===== src/rtl/key_loader_if.sv =====
// Handshake and key-delivery bundle between a key source and key_loader.
// master drives the serial key stream and controls; slave (key_loader) returns status and the committed key.
interface key_loader_if #(
  parameter int KEY_W = 16
) ();
  logic             load_start;
  logic             key_bit;
  logic             key_valid;
  logic             load_abort;
  logic             key_ready;
  logic [KEY_W-1:0] key_out;
  logic             key_loaded;
  logic             load_err;
  logic             busy;

  modport master (
    output load_start, key_bit, key_valid, load_abort,
    input  key_ready, key_out, key_loaded, load_err, busy
  );

  modport slave (
    input  load_start, key_bit, key_valid, load_abort,
    output key_ready, key_out, key_loaded, load_err, busy
  );
endinterface


===== src/rtl/key_loader.sv =====
// Serial key loader: shifts key bits LSB-first into a shadow register and commits them atomically to key_out.
// Define KEY_PARITY_CHECK_EN to expect a trailing even-parity bit and reject loads that fail it.
module key_loader #(
  parameter int KEY_W = 16
) (
  input  logic         clk,
  input  logic         rst_n,
  key_loader_if.slave  bus
);

`ifdef KEY_PARITY_CHECK_EN
  localparam int N = KEY_W + 1;
`else
  localparam int N = KEY_W;
`endif
  localparam int CNT_W = $clog2(KEY_W + 2);

  typedef enum logic [2:0] {IDLE, SHIFT, CHECK, LOCKED, ERROR} state_t;

  state_t           state, state_nxt;
  logic [CNT_W-1:0] count, count_nxt;
  logic [N-1:0]     shadow, shadow_nxt;
  logic [KEY_W-1:0] key_out_q, key_out_nxt;
  logic             key_loaded_q, key_loaded_nxt;
  logic             load_err_q, load_err_nxt;
  logic             check_pass;

`ifdef KEY_PARITY_CHECK_EN
  // Even parity: the XOR over key bits plus parity bit must be zero.
  function automatic logic parity_ok(input logic [N-1:0] v);
    return ~(^v);
  endfunction

  assign check_pass   = parity_ok(shadow);
  assign bus.load_err = load_err_q;
`else
  assign check_pass   = 1'b1;
  assign bus.load_err = 1'b0;
`endif

  always_ff @(posedge clk or negedge rst_n) begin
    if (!rst_n) begin
      state        <= IDLE;
      count        <= '0;
      shadow       <= '0;
      key_out_q    <= '0;
      key_loaded_q <= 1'b0;
      load_err_q   <= 1'b0;
    end else begin
      state        <= state_nxt;
      count        <= count_nxt;
      shadow       <= shadow_nxt;
      key_out_q    <= key_out_nxt;
      key_loaded_q <= key_loaded_nxt;
      load_err_q   <= load_err_nxt;
    end
  end

  always_comb begin
    state_nxt      = state;
    count_nxt      = count;
    shadow_nxt     = shadow;
    key_out_nxt    = key_out_q;
    key_loaded_nxt = key_loaded_q;
    load_err_nxt   = load_err_q;
    unique case (state)
      IDLE, LOCKED, ERROR: begin
        if (bus.load_start) begin
          state_nxt    = SHIFT;
          count_nxt    = '0;
          shadow_nxt   = '0;
          load_err_nxt = 1'b0;
        end
      end
      SHIFT: begin
        // Abort beats restart, restart beats data.
        if (bus.load_abort) begin
          state_nxt  = key_loaded_q ? LOCKED : IDLE;
          count_nxt  = '0;
          shadow_nxt = '0;
        end else if (bus.load_start) begin
          count_nxt  = '0;
          shadow_nxt = '0;
        end else if (bus.key_valid) begin
          for (int i = 0; i < N; i++) begin
            if (count == CNT_W'(i)) shadow_nxt[i] = bus.key_bit;
          end
          count_nxt = count + 1'b1;
          if (count == CNT_W'(N - 1)) state_nxt = CHECK;
        end
      end
      CHECK: begin
        if (check_pass) begin
          state_nxt      = LOCKED;
          key_out_nxt    = shadow[KEY_W-1:0];
          key_loaded_nxt = 1'b1;
        end else begin
          state_nxt    = ERROR;
          load_err_nxt = 1'b1;
        end
      end
      default: state_nxt = IDLE;
    endcase
  end

  assign bus.key_ready  = (state == SHIFT);
  assign bus.busy       = (state == SHIFT) || (state == CHECK);
  assign bus.key_out    = key_out_q;
  assign bus.key_loaded = key_loaded_q;

endmodule


===== src/flat_wrapper.sv =====
// flat-port wrapper written by rule: the top's interface ports become plain ports
module key_loader_flat 
#(
  parameter int KEY_W = 16
)
  (clk, rst_n, bus_load_start, bus_key_bit, bus_key_valid, bus_load_abort, bus_key_ready, bus_key_out, bus_key_loaded, bus_load_err, bus_busy);
  key_loader_if #(.KEY_W(KEY_W)) bus_i ();
  input  logic clk;
  input  logic rst_n;
  input wire logic [$bits(bus_i.load_start)-1:0] bus_load_start;
  input wire logic [$bits(bus_i.key_bit)-1:0] bus_key_bit;
  input wire logic [$bits(bus_i.key_valid)-1:0] bus_key_valid;
  input wire logic [$bits(bus_i.load_abort)-1:0] bus_load_abort;
  output wire logic [$bits(bus_i.key_ready)-1:0] bus_key_ready;
  output wire logic [$bits(bus_i.key_out)-1:0] bus_key_out;
  output wire logic [$bits(bus_i.key_loaded)-1:0] bus_key_loaded;
  output wire logic [$bits(bus_i.load_err)-1:0] bus_load_err;
  output wire logic [$bits(bus_i.busy)-1:0] bus_busy;
  assign bus_i.load_start = bus_load_start;
  assign bus_i.key_bit = bus_key_bit;
  assign bus_i.key_valid = bus_key_valid;
  assign bus_i.load_abort = bus_load_abort;
  assign bus_key_ready = bus_i.key_ready;
  assign bus_key_out = bus_i.key_out;
  assign bus_key_loaded = bus_i.key_loaded;
  assign bus_load_err = bus_i.load_err;
  assign bus_busy = bus_i.busy;
  key_loader #(.KEY_W(KEY_W)) u_core (.clk(clk), .rst_n(rst_n), .bus(bus_i));
endmodule

===== config.mk =====
export PLATFORM = sky130hd
export DESIGN_NAME = key_loader_flat
export DESIGN_NICKNAME = d
export VERILOG_FILES = /design/src/rtl/key_loader_if.sv /design/src/rtl/key_loader.sv /design/src/flat_wrapper.sv
export SDC_FILE = /design/constraint.sdc
export NUM_CORES = 1
export LEC_CHECK = 0
export ABC_AREA = 1
export CORE_MARGIN = 1.5
export CORE_UTILIZATION = 42
export CTS_BUF_LIST = sky130_fd_sc_hd__clkbuf_2 sky130_fd_sc_hd__clkbuf_4 sky130_fd_sc_hd__clkbuf_8
export CTS_CLUSTER_SIZE = 16
export DETAILED_ROUTE_END_ITERATION = 12
export HOLD_SLACK_MARGIN = 0.06
export PLACE_DENSITY = 0.72
export SYNTH_ARGS = -nofsm -noshare
export SYNTH_HDL_FRONTEND = slang
export SYNTH_SLANG_ARGS = --single-unit

===== constraint.sdc =====
create_clock -name clk -period 2 [get_ports clk]
set_input_delay 0.2 -clock clk [delete_from_list [all_inputs] [get_ports clk]]
set_output_delay 0.2 -clock clk [all_outputs]
set_load 0.03 [all_outputs]

Word level (Yosys, flattened, before mapping)
Index checks and enable logic that the tools add are counted.

word-level totals
  bits in registers = 41
  word-level logic and storage cells = 117
  output and inout port bits = 20
  input bits = 6

operators by class
  eq/ne operators = 40
  mux-type cells = 33
  reduce and logical (&&, ||, !) cells = 23
  add/subtract/negate cells = 1

operators with widths
  cell                                                                      count
  4-bit AND reduction                                                       17
  16-bit two-way mux                                                        4
  4-bit by 3-bit inequality test with 1-bit output (second input constant)  16
  5-bit by 4-bit equality test with 1-bit output (second input constant)    8
  16-bit one-hot mux with 2 select lines                                    1
  5-bit by 3-bit equality test with 1-bit output (second input constant)    4
  5-bit two-way mux                                                         4
  1-bit two-way mux                                                         16
  3-bit two-way mux                                                         5
  5-bit by 2-bit equality test with 1-bit output (second input constant)    2
  5-bit one-hot mux with 2 select lines                                     1
  3-bit one-hot mux with 3 select lines                                     1
  3-bit by 2-bit equality test with 1-bit output (second input constant)    2
  3-bit inequality test (second input constant)                             2
  5-bit by 1-bit adder with 5-bit output (second input constant)            1
  5-bit by 1-bit equality test with 1-bit output (second input constant)    1
  5-bit zero test                                                           1
  4-bit inequality test (second input constant)                             1
  3-bit by 1-bit equality test with 1-bit output (second input constant)    1
  3-bit equality test (second input constant)                               1
  3-bit zero test                                                           1
  3-bit by 2-bit inequality test with 1-bit output (second input constant)  1
  3-bit AND reduction                                                       1
  3-bit OR reduction                                                        1
  4 further kinds                                                           4

Longest topological paths before layout
Gate-level depths: netlist of the first run.

  word-level depth = 6
  gate-level depth with buffers = 10
  depth with buffers taken out = 9

Least setup slack after synthesis of the first run
OpenSTA, ideal clock, no wires.

  kind = reg2reg
  start = reg u_core.state[1]
  end = reg u_core.shadow[7]
  slack = 346 ps
  buffers on the path = 1
  arrival = 1537 ps
  cell stages (with the launch flop) = 11
  path through = dfrtp_1 -> inv_1 -> ha_1 -> inv_2 -> nor2_2 -> nand2_4 -> nand3_4 -> inv_4 -> buf_12 -> nand3_2 -> nand2_1

RTL lines
  item                                                                                RTL line            source
  from (decl)                                                                         key_loader.sv:20    state_t state, state_nxt;
  from (signal assigned)                                                              key_loader.sv:50    state <= state_nxt;
  3-bit by 1-bit equality test with 1-bit output (*)                                  n/a
  net bus_key_ready                                                                   flat_wrapper.sv:14  output wire logic [$bits(bus_i.key_ready)-1:0] bus_key_ready;
  4-bit by 3-bit inequality test with 1-bit output (no line) (tied with other cells)  n/a
  4-bit AND reduction (no line)                                                       n/a
  to (signal assigned)                                                                key_loader.sv:52    shadow <= shadow_nxt;
  to (decl)                                                                           key_loader.sv:22    logic [N-1:0] shadow, shadow_nxt;

The timed path passes the listed nets; every way through them passes the cells marked *.
A chain may end at the register's enable or synchronous reset.

Worst setup path after layout of the first run
  start = reg u_core.state[0]
  end = out bus_busy

on the way
  longest elaborated chain between the ends = 2

RTL lines
  item                                                                                                                     RTL line            source
  3-bit by 1-bit equality test with 1-bit output / 3-bit by 2-bit equality test with 1-bit output (equally long branches)  key_loader.sv:107   assign bus.busy = (state == SHIFT) || (state == CHECK);
  1-bit logical OR (*)                                                                                                     key_loader.sv:107
  to (decl)                                                                                                                flat_wrapper.sv:18  output wire logic [$bits(bus_i.busy)-1:0] bus_busy;

Mark *: on every way between the ends. The rest lies on a longest branch, timed or not.

==> results of run 1 <==
path summary, 6_finish.rpt:
check | startpoint | end | slack [ns]
hold / removal | u_core.bus.key_out[9] | u_core.bus.key_out[9] | 0.47
setup reg to reg | u_core.count[0] | u_core.state[1] | 0.35
hold reg to reg | u_core.bus.key_out[9] | u_core.bus.key_out[9] | 0.47
max in group asynchronous | rst_n | u_core.shadow[11] | 1.15
setup / recovery | u_core.state[0] | bus_busy | 0.27
min in group asynchronous | rst_n | u_core.shadow[14] | 0.50
registers in the layout (all words and copies together), names as in the netlist:
| name | cells |
|---|---|
| u_core.bus.key_loaded | 1 |
| u_core.count | 5 |
| u_core.state | 2 |
| u_core.bus.key_out | 16 |
| u_core.shadow | 16 |
through the flow:
step | utilization, % | cells
final | 50.7 | 373
after global routing | 50.7 | 373
after CTS | 50.7 | 373
after detailed placement | 48.6 | 364
after global placement | 48.6 | 364
after floorplan | - | 276
report_power, final:
| part | switching, mW | internal [mW] |
|---|---|---|
| clock | 0.266 | 0.308 |
| sequential | 0.108 | 1.01 |
| combinational | 1.14 | 0.593 |
| total | 1.51 | 1.91 |
metal layers:
| metal | vias to the layer above | share of wire [%] | track usage (%) |
|---|---|---|---|
| met5 | - | 0 | 0 |
| met4 | 0 | 1.5 | 6.06 |
| met3 | 6 | 2.8 | 3.61 |
| met2 | 25 | 50 | 29.6 |
| met1 | 799 | 46 | 18.5 |
| li1 | 909 | - | - |
worst min-delay path: cells and delay by family, from the launching register on:
family / cells / cell delay, ns
DFF: 1 / 0.34
and+or+nand+nor: 2 / 0.09
area by class of cell:
| type | count | share of cell area, % |
|---|---|---|
| tap | 70 | 3.42 |
| timing repair buffer | 29 | 10.8 |
| sequential | 40 | 39.1 |
| clock buffer | 8 | 3.81 |
| multi-input combinational | 203 | 39.4 |
| inverter | 23 | 3.47 |
cells by family after synthesis:
group,Yosys count
buffers and inverters,33
adder cells (fa/ha/maj),7
XOR/XNOR,1
AND/OR/NAND/NOR,179
other,1
AO/OA/AOI/OAI,15
flip-flops,40
cell usage in the layout, fill, tap and decap left out, types with 2 or more instances in the layout:
cell                              instances
sky130_fd_sc_hd__nand3_2                 11
sky130_fd_sc_hd__inv_2                    4
sky130_fd_sc_hd__clkdlybuf4s50_1         21
sky130_fd_sc_hd__o21ai_0                  7
sky130_fd_sc_hd__clkbuf_4                 2
sky130_fd_sc_hd__ha_1                     7
sky130_fd_sc_hd__inv_1                   18
sky130_fd_sc_hd__buf_4                    4
sky130_fd_sc_hd__o21ai_1                  4
sky130_fd_sc_hd__nand3_1                 21
sky130_fd_sc_hd__nor2_2                   2
sky130_fd_sc_hd__clkbuf_8                 6
sky130_fd_sc_hd__nand2_1                121
sky130_fd_sc_hd__dfrtp_1                 40
sky130_fd_sc_hd__nor2_1                  18
timing repair:
item	CTS	global route
hold buffers	1	0
endpoints found under the hold margin	40	0
resized for setup	1	1
setup endpoints to repair	1	1
==> results.py, run 1 <==
metrics = {
    "timing": {
        "final-hold-violation-count": 0,
        "max_slew_margin_pct": 66.2,
        "worstMarginPinSlew_ns": 0.507,
        "final-max-slew-violation-count": 0,
        "setup_ws_ns": 0.265,
        "finClkSkew_ns": 0.00297,
        "fmaxAchievable_ghz": 0.576,
        "finalCritPeriodShare_pct": 86.7,
        "final_period_minus_worst_setup_slack_ns": 1.73,
        "setup_viol": 0,
        "worst_hold_slack_ns": 0.469,
        "rsz_0062_raised_after_global_routing": "no",
        "sum_of_negative_setup_slack_ns": 0,
    },
    "worst_setup_path": {
        "setup.worst_path.end_class": "output port",
        "critPathRequiredTime_ns": 1.80,
        "worstSetupPathType": "register to output port",
        "crit_path_start_kind": "register",
        "worst_endpoint_data_arrival_time_ns": 1.53,
        "worst-r2r-cell-count": 8,
        "critPathBufInv": 3,
        "crit_fanout": 3,
        "worst_path_max_delay_cell": "sky130_fd_sc_hd__dlygate4sd2_1",
        "crit_path_max_incr_delay_ns": 0.39,
        "critical_path_cell_count": 4,
        "critical_path.top_delay_family": "buffers and inverters",
        "critical_path.cell_chain": "inv_1, ha_1, inv_2, dlygate4sd2_1",
    },
    "yosys": {
        "syn_area_um2": 2180,
        "synth.yosys.seq_area_share_pct": 46.0,
        "synth_fa_ha_area_share_pct": 4.02,
        "synth_seq_cells": 40,
        "synth_mux_area_share_pct": 0,
        "top_cells_by_area_in_the_synthesized_netlist": "sky130_fd_sc_hd__dfrtp_1 46%, sky130_fd_sc_hd__nand2_1 21%, sky130_fd_sc_hd__nand3_2 5.1%",
        "synth_compound_gate_area_share_pct": 3.91,
        "synthFlopType": "sky130_fd_sc_hd__dfrtp_1",
        "ys.warnings.count": 0,
        "syn_area_per_cell_um2": 7.89,
        "yosysTopAreaCellShare_pct": 46.0,
        "synth-async-reset-ratio_pct": 100,
        "synth_fp_nets": 289,
        "ys_top_cells_by_count": "121 x sky130_fd_sc_hd__nand2_1, 40 x sky130_fd_sc_hd__dfrtp_1, 21 x sky130_fd_sc_hd__nand3_1",
        "synth_top_area_cell": "sky130_fd_sc_hd__dfrtp_1",
        "synth_xor_area_share_pct": 0.402,
        "number_of_flops_mapped_to_enable_cells_by_yosys": 0,
        "synth_simple_gate_area_share_pct": 37.8,
        "synth_top_family_by_area": "simple AND/OR/NAND/NOR gates",
        "yosys.cell_count.top_type": "sky130_fd_sc_hd__nand2_1",
        "ys_types": 29,
        "postSynthCellCount": 276,
    },
    "cts": {
        "cts.htree.levels": 2,
        "worst_skew_pair.late_latency_ns": 0.29,
        "cts-buffers-inserted": 5,
        "clockRootBuffer": "sky130_fd_sc_hd__clkbuf_8",
        "post-cts-setup-buffers": 0,
        "cts_buffer_depth": 2,
        "cts_tree": "built",
        "cts.clk_slew.worst_paths_ns": 0.07,
        "clock-sinks": 40,
    },
    "job": {
        "maxcap_viol_count": 0,
    },
    "grt": {
        "grt_antenna_before_repair": 0,
        "grt_max_degree": 41,
        "grt.overflow.total": 0,
        "grt_first_pass_wirelength_um": 6880,
        "groute.usage.overall_pct": 16.2,
        "first_global_vias": 1624,
    },
    "place": {
        "detailed_place.area_um2": 2450,
        "pre_cts_slack_ns": 0.315,
        "routabilityCongestion": 0.815,
        "buffer_ports.inserted": 24,
        "post-dp-hpwl_um": 2840,
    },
    "final_layout": {
        "syn2layout_area_growth_pct": 17.5,
        "filler_cell_count": 507,
        "antenna_cells_inserted": 0,
        "area.sequential_um2": 1000,
        "post_route_cells_drive_above_1_share_pct": 12.9,
        "design.final.nets": 315,
        "design_area_um2": 2560,
        "multi_input_comb_area_um2": 1010,
    },
    "pwr": {
        "ir_drop_mv": 0.972,
        "power_leakage_nw": 1.34,
        "power.density_cell_area_nw_per_um2": 1340,
        "report.power.total_mw": 3.42,
    },
    "status": {
        "run_status": "complete, no violations",
    },
    "routing": {
        "drtIter0Drc": 100,
        "wl_per_cell_um": 10.8,
        "detailroute.via_count": 1739,
        "antenna_left": 0,
        "vias_per_cell": 4.66,
        "drt_pre_antenna_iters": 4,
        "remaining_drc_errors": 0,
        "route.final.wire_length_um": 4020,
    },
    "hold_path": {
        "worst_hold_path_type": "register to register",
        "worst_hold_path.num_cells": 2,
    },
    "floorplan": {
        "dieHeight_um": 75.0,
        "core.rowCount": 26,
        "floorplan.die.width_um": 75.0,
        "floorplan.initialDensity_pct": 43.2,
        "io_pins": 26,
        "design.die.area_um2": 5620,
        "core_um2": 5040,
    },
}
(Power assumes the default switching activity.)
==> run 2, diff against run 1 <==
- CORE_UTILIZATION: 42 -> 45
- PLACE_DENSITY: 0.72 -> 0.76
==> run 2 against run 1 <==
Compared with the run above:
- worst hold slack got worse by 0.16 ns
- first-iteration DRC count fell by 32%
- global-route usage rose by 1.5 points
- power fell by 1.9%
- final cell count fell by 4.3%
- critical path type unchanged
- largest cell class unchanged
==> results.py, run 2 (synthesized netlist as in run 1, its figures left out) <==
metrics = {
    "pwr": {
        "switching_power_mw": 1.50,
        "power_leakage_nw": 1.34,
        "pwr-share-comb_pct": 51.2,
        "clock_power_share_pct": 15.4,
        "p_int_mw": 1.86,
        "seqPwrFrac_pct": 33.4,
        "report.power.total_mw": 3.36,
        "ir_drop_mv": 1.28,
        "power_switching_share_pct": 44.7,
        "power.density_cell_area_nw_per_um2": 1330,
    },
    "worst_setup_path": {
        "critPathRequiredTime_ns": 1.80,
        "crit_path_start_kind": "register",
        "worst_r2r_startpoint": "u_core.state[1]",
        "startpoint": "u_core.state[0]",
        "worstSetupPathType": "register to output port",
        "setup.worst_path.end_class": "output port",
        "crit_fanout": 3,
        "worst_endpoint_data_arrival_time_ns": 1.53,
    },
    "grt": {
        "grt_first_pass_wirelength_um": 7410,
        "first_global_vias": 1757,
        "groute.usage.overall_pct": 17.8,
        "grt.overflow.total": 0,
        "grt_max_degree": 29,
        "grt_antenna_before_repair": 0,
    },
    "routing": {
        "antenna_left": 0,
        "remaining_drc_errors": 0,
        "detailroute.via_count": 1767,
        "drtIter0Drc": 68,
        "wl_per_cell_um": 11.0,
        "drt_pre_antenna_iters": 4,
        "route.final.wire_length_um": 3910,
        "vias_per_cell": 4.95,
    },
    "timing": {
        "sum_of_negative_setup_slack_ns": 0,
        "final-hold-violation-count": 0,
        "finClkSkew_ns": 0.00139,
        "final_period_minus_worst_setup_slack_ns": 1.73,
        "setup_viol": 0,
        "fmaxAchievable_ghz": 0.579,
        "final-max-slew-violation-count": 0,
        "rsz_0062_raised_after_global_routing": "no",
        "finalCritPeriodShare_pct": 86.4,
    },
    "final_layout": {
        "design_area_um2": 2530,
        "fin_util_pct": 53.9,
        "syn2layout_area_growth_pct": 16.2,
        "design.final.nets": 316,
        "antenna_cells_inserted": 0,
        "layout.cells.non_filler": 357,
        "layout_commonest_cell": "sky130_fd_sc_hd__nand2_1",
        "final_cell_mix": "121 x sky130_fd_sc_hd__nand2_1, 40 x sky130_fd_sc_hd__dfrtp_1, 21 x sky130_fd_sc_hd__nand3_1, 21 x sky130_fd_sc_hd__clkdlybuf4s50_1",
        "post_route_cells_drive_above_1_share_pct": 12.9,
    },
    "cts": {
        "clockRootBuffer": "sky130_fd_sc_hd__clkbuf_8",
        "cts-buffers-inserted": 5,
        "worst_skew_pair.late_latency_ns": 0.29,
        "cts_tree": "built",
        "cts.clk_slew.worst_paths_ns": 0.07,
        "clock-sinks": 40,
        "cts_buffer_depth": 2,
        "cts.htree.levels": 2,
    },
    "place": {
        "routabilityCongestion": 0.843,
        "buffer_ports.inserted": 24,
        "post-dp-hpwl_um": 2840,
        "placed_cells": 349,
        "detailed_place.area_um2": 2440,
    },
    "hold_path": {
        "worst_hold_path_type": "primary input to async pin",
    },
    "job": {
        "maxcap_viol_count": 0,
    },
    "floorplan": {
        "dieHeight_um": 72.6,
        "core_um2": 4690,
        "design.die.area_um2": 5260,
        "floorplan.initialDensity_pct": 46.4,
        "floorplan.die.width_um": 72.6,
        "core.rowCount": 25,
        "io_pins": 26,
    },
    "status": {
        "run_status": "complete, no violations",
    },
}
-- run 2: worst paths after layout --
kind | to | cells past startpoint | slack, ns
setup reg to reg | u_core.shadow[15] | 7 | 0.37
max in group asynchronous | u_core.shadow[8] | 3 | 1.20
min in group clk | u_core.bus.key_out[2] | 2 | 0.47
setup / recovery | bus_busy | 4 | 0.27
hold reg to reg | u_core.bus.key_out[2] | 2 | 0.47
hold / removal | u_core.shadow[15] | 2 | 0.31
-- run 2: metal layers --
layer	up-vias	share of wire [%]	track usage, %
met5	-	0	0
met4	0	1.7	6.50
met3	8	3.4	4.31
met2	38	47	30.6
met1	811	48	21.5
li1	910	-	-
-- run 2: critical path, cell delays in order, from the launching register on --
cell	delay, ns
sky130_fd_sc_hd__dfrtp_1	0.36
sky130_fd_sc_hd__inv_1	0.06
sky130_fd_sc_hd__ha_1	0.34
sky130_fd_sc_hd__inv_2	0.09
sky130_fd_sc_hd__dlygate4sd2_1	0.39
-- run 2: repair_timing --
action                                 in CTS  in global routing
pin swaps                                   0                  0
setup endpoints to repair                   1                  1
endpoints found under the hold margin      11                  0
hold buffers                                1                  0
setup buffers                               0                  0
resized for setup                           1                  1
-- run 2: through the flow --
step / setup WS, ns / hold WS, ns
final: 0.271 / 0.314
after global routing: 0.171 / 0.350
after CTS: 0.0198 / 0.313
after detailed placement: 0.316 / 0.0991
after global placement: 0.341 / 0.0970
after floorplan: 0.346 / -0.0956
-- run 2: power groups by stage --
stage | Clock [mW] | Sequential (mW) | Combinational [mW]
4_1_cts | 0.532 | 1.12 | 1.73
5_1_grt | 0.564 | 1.15 | 1.91
3_3_place_gp | 0 | 1.13 | 1.71
2_1_floorplan | 0 | 1.35 | 1.08
6_report | 0.516 | 1.12 | 1.72
3_5_place_dp | 0 | 1.14 | 1.74
-- run 2: area by class of cell --
cell class | count | area [um^2]
inverter | 23 | 88.8
clock inverter | 1 | 5.00
multi-input combinational | 203 | 1010
sequential | 40 | 1000
timing repair buffer | 30 | 284
tap | 54 | 67.6
clock buffer | 6 | 76.3
fill | 460 | 2160
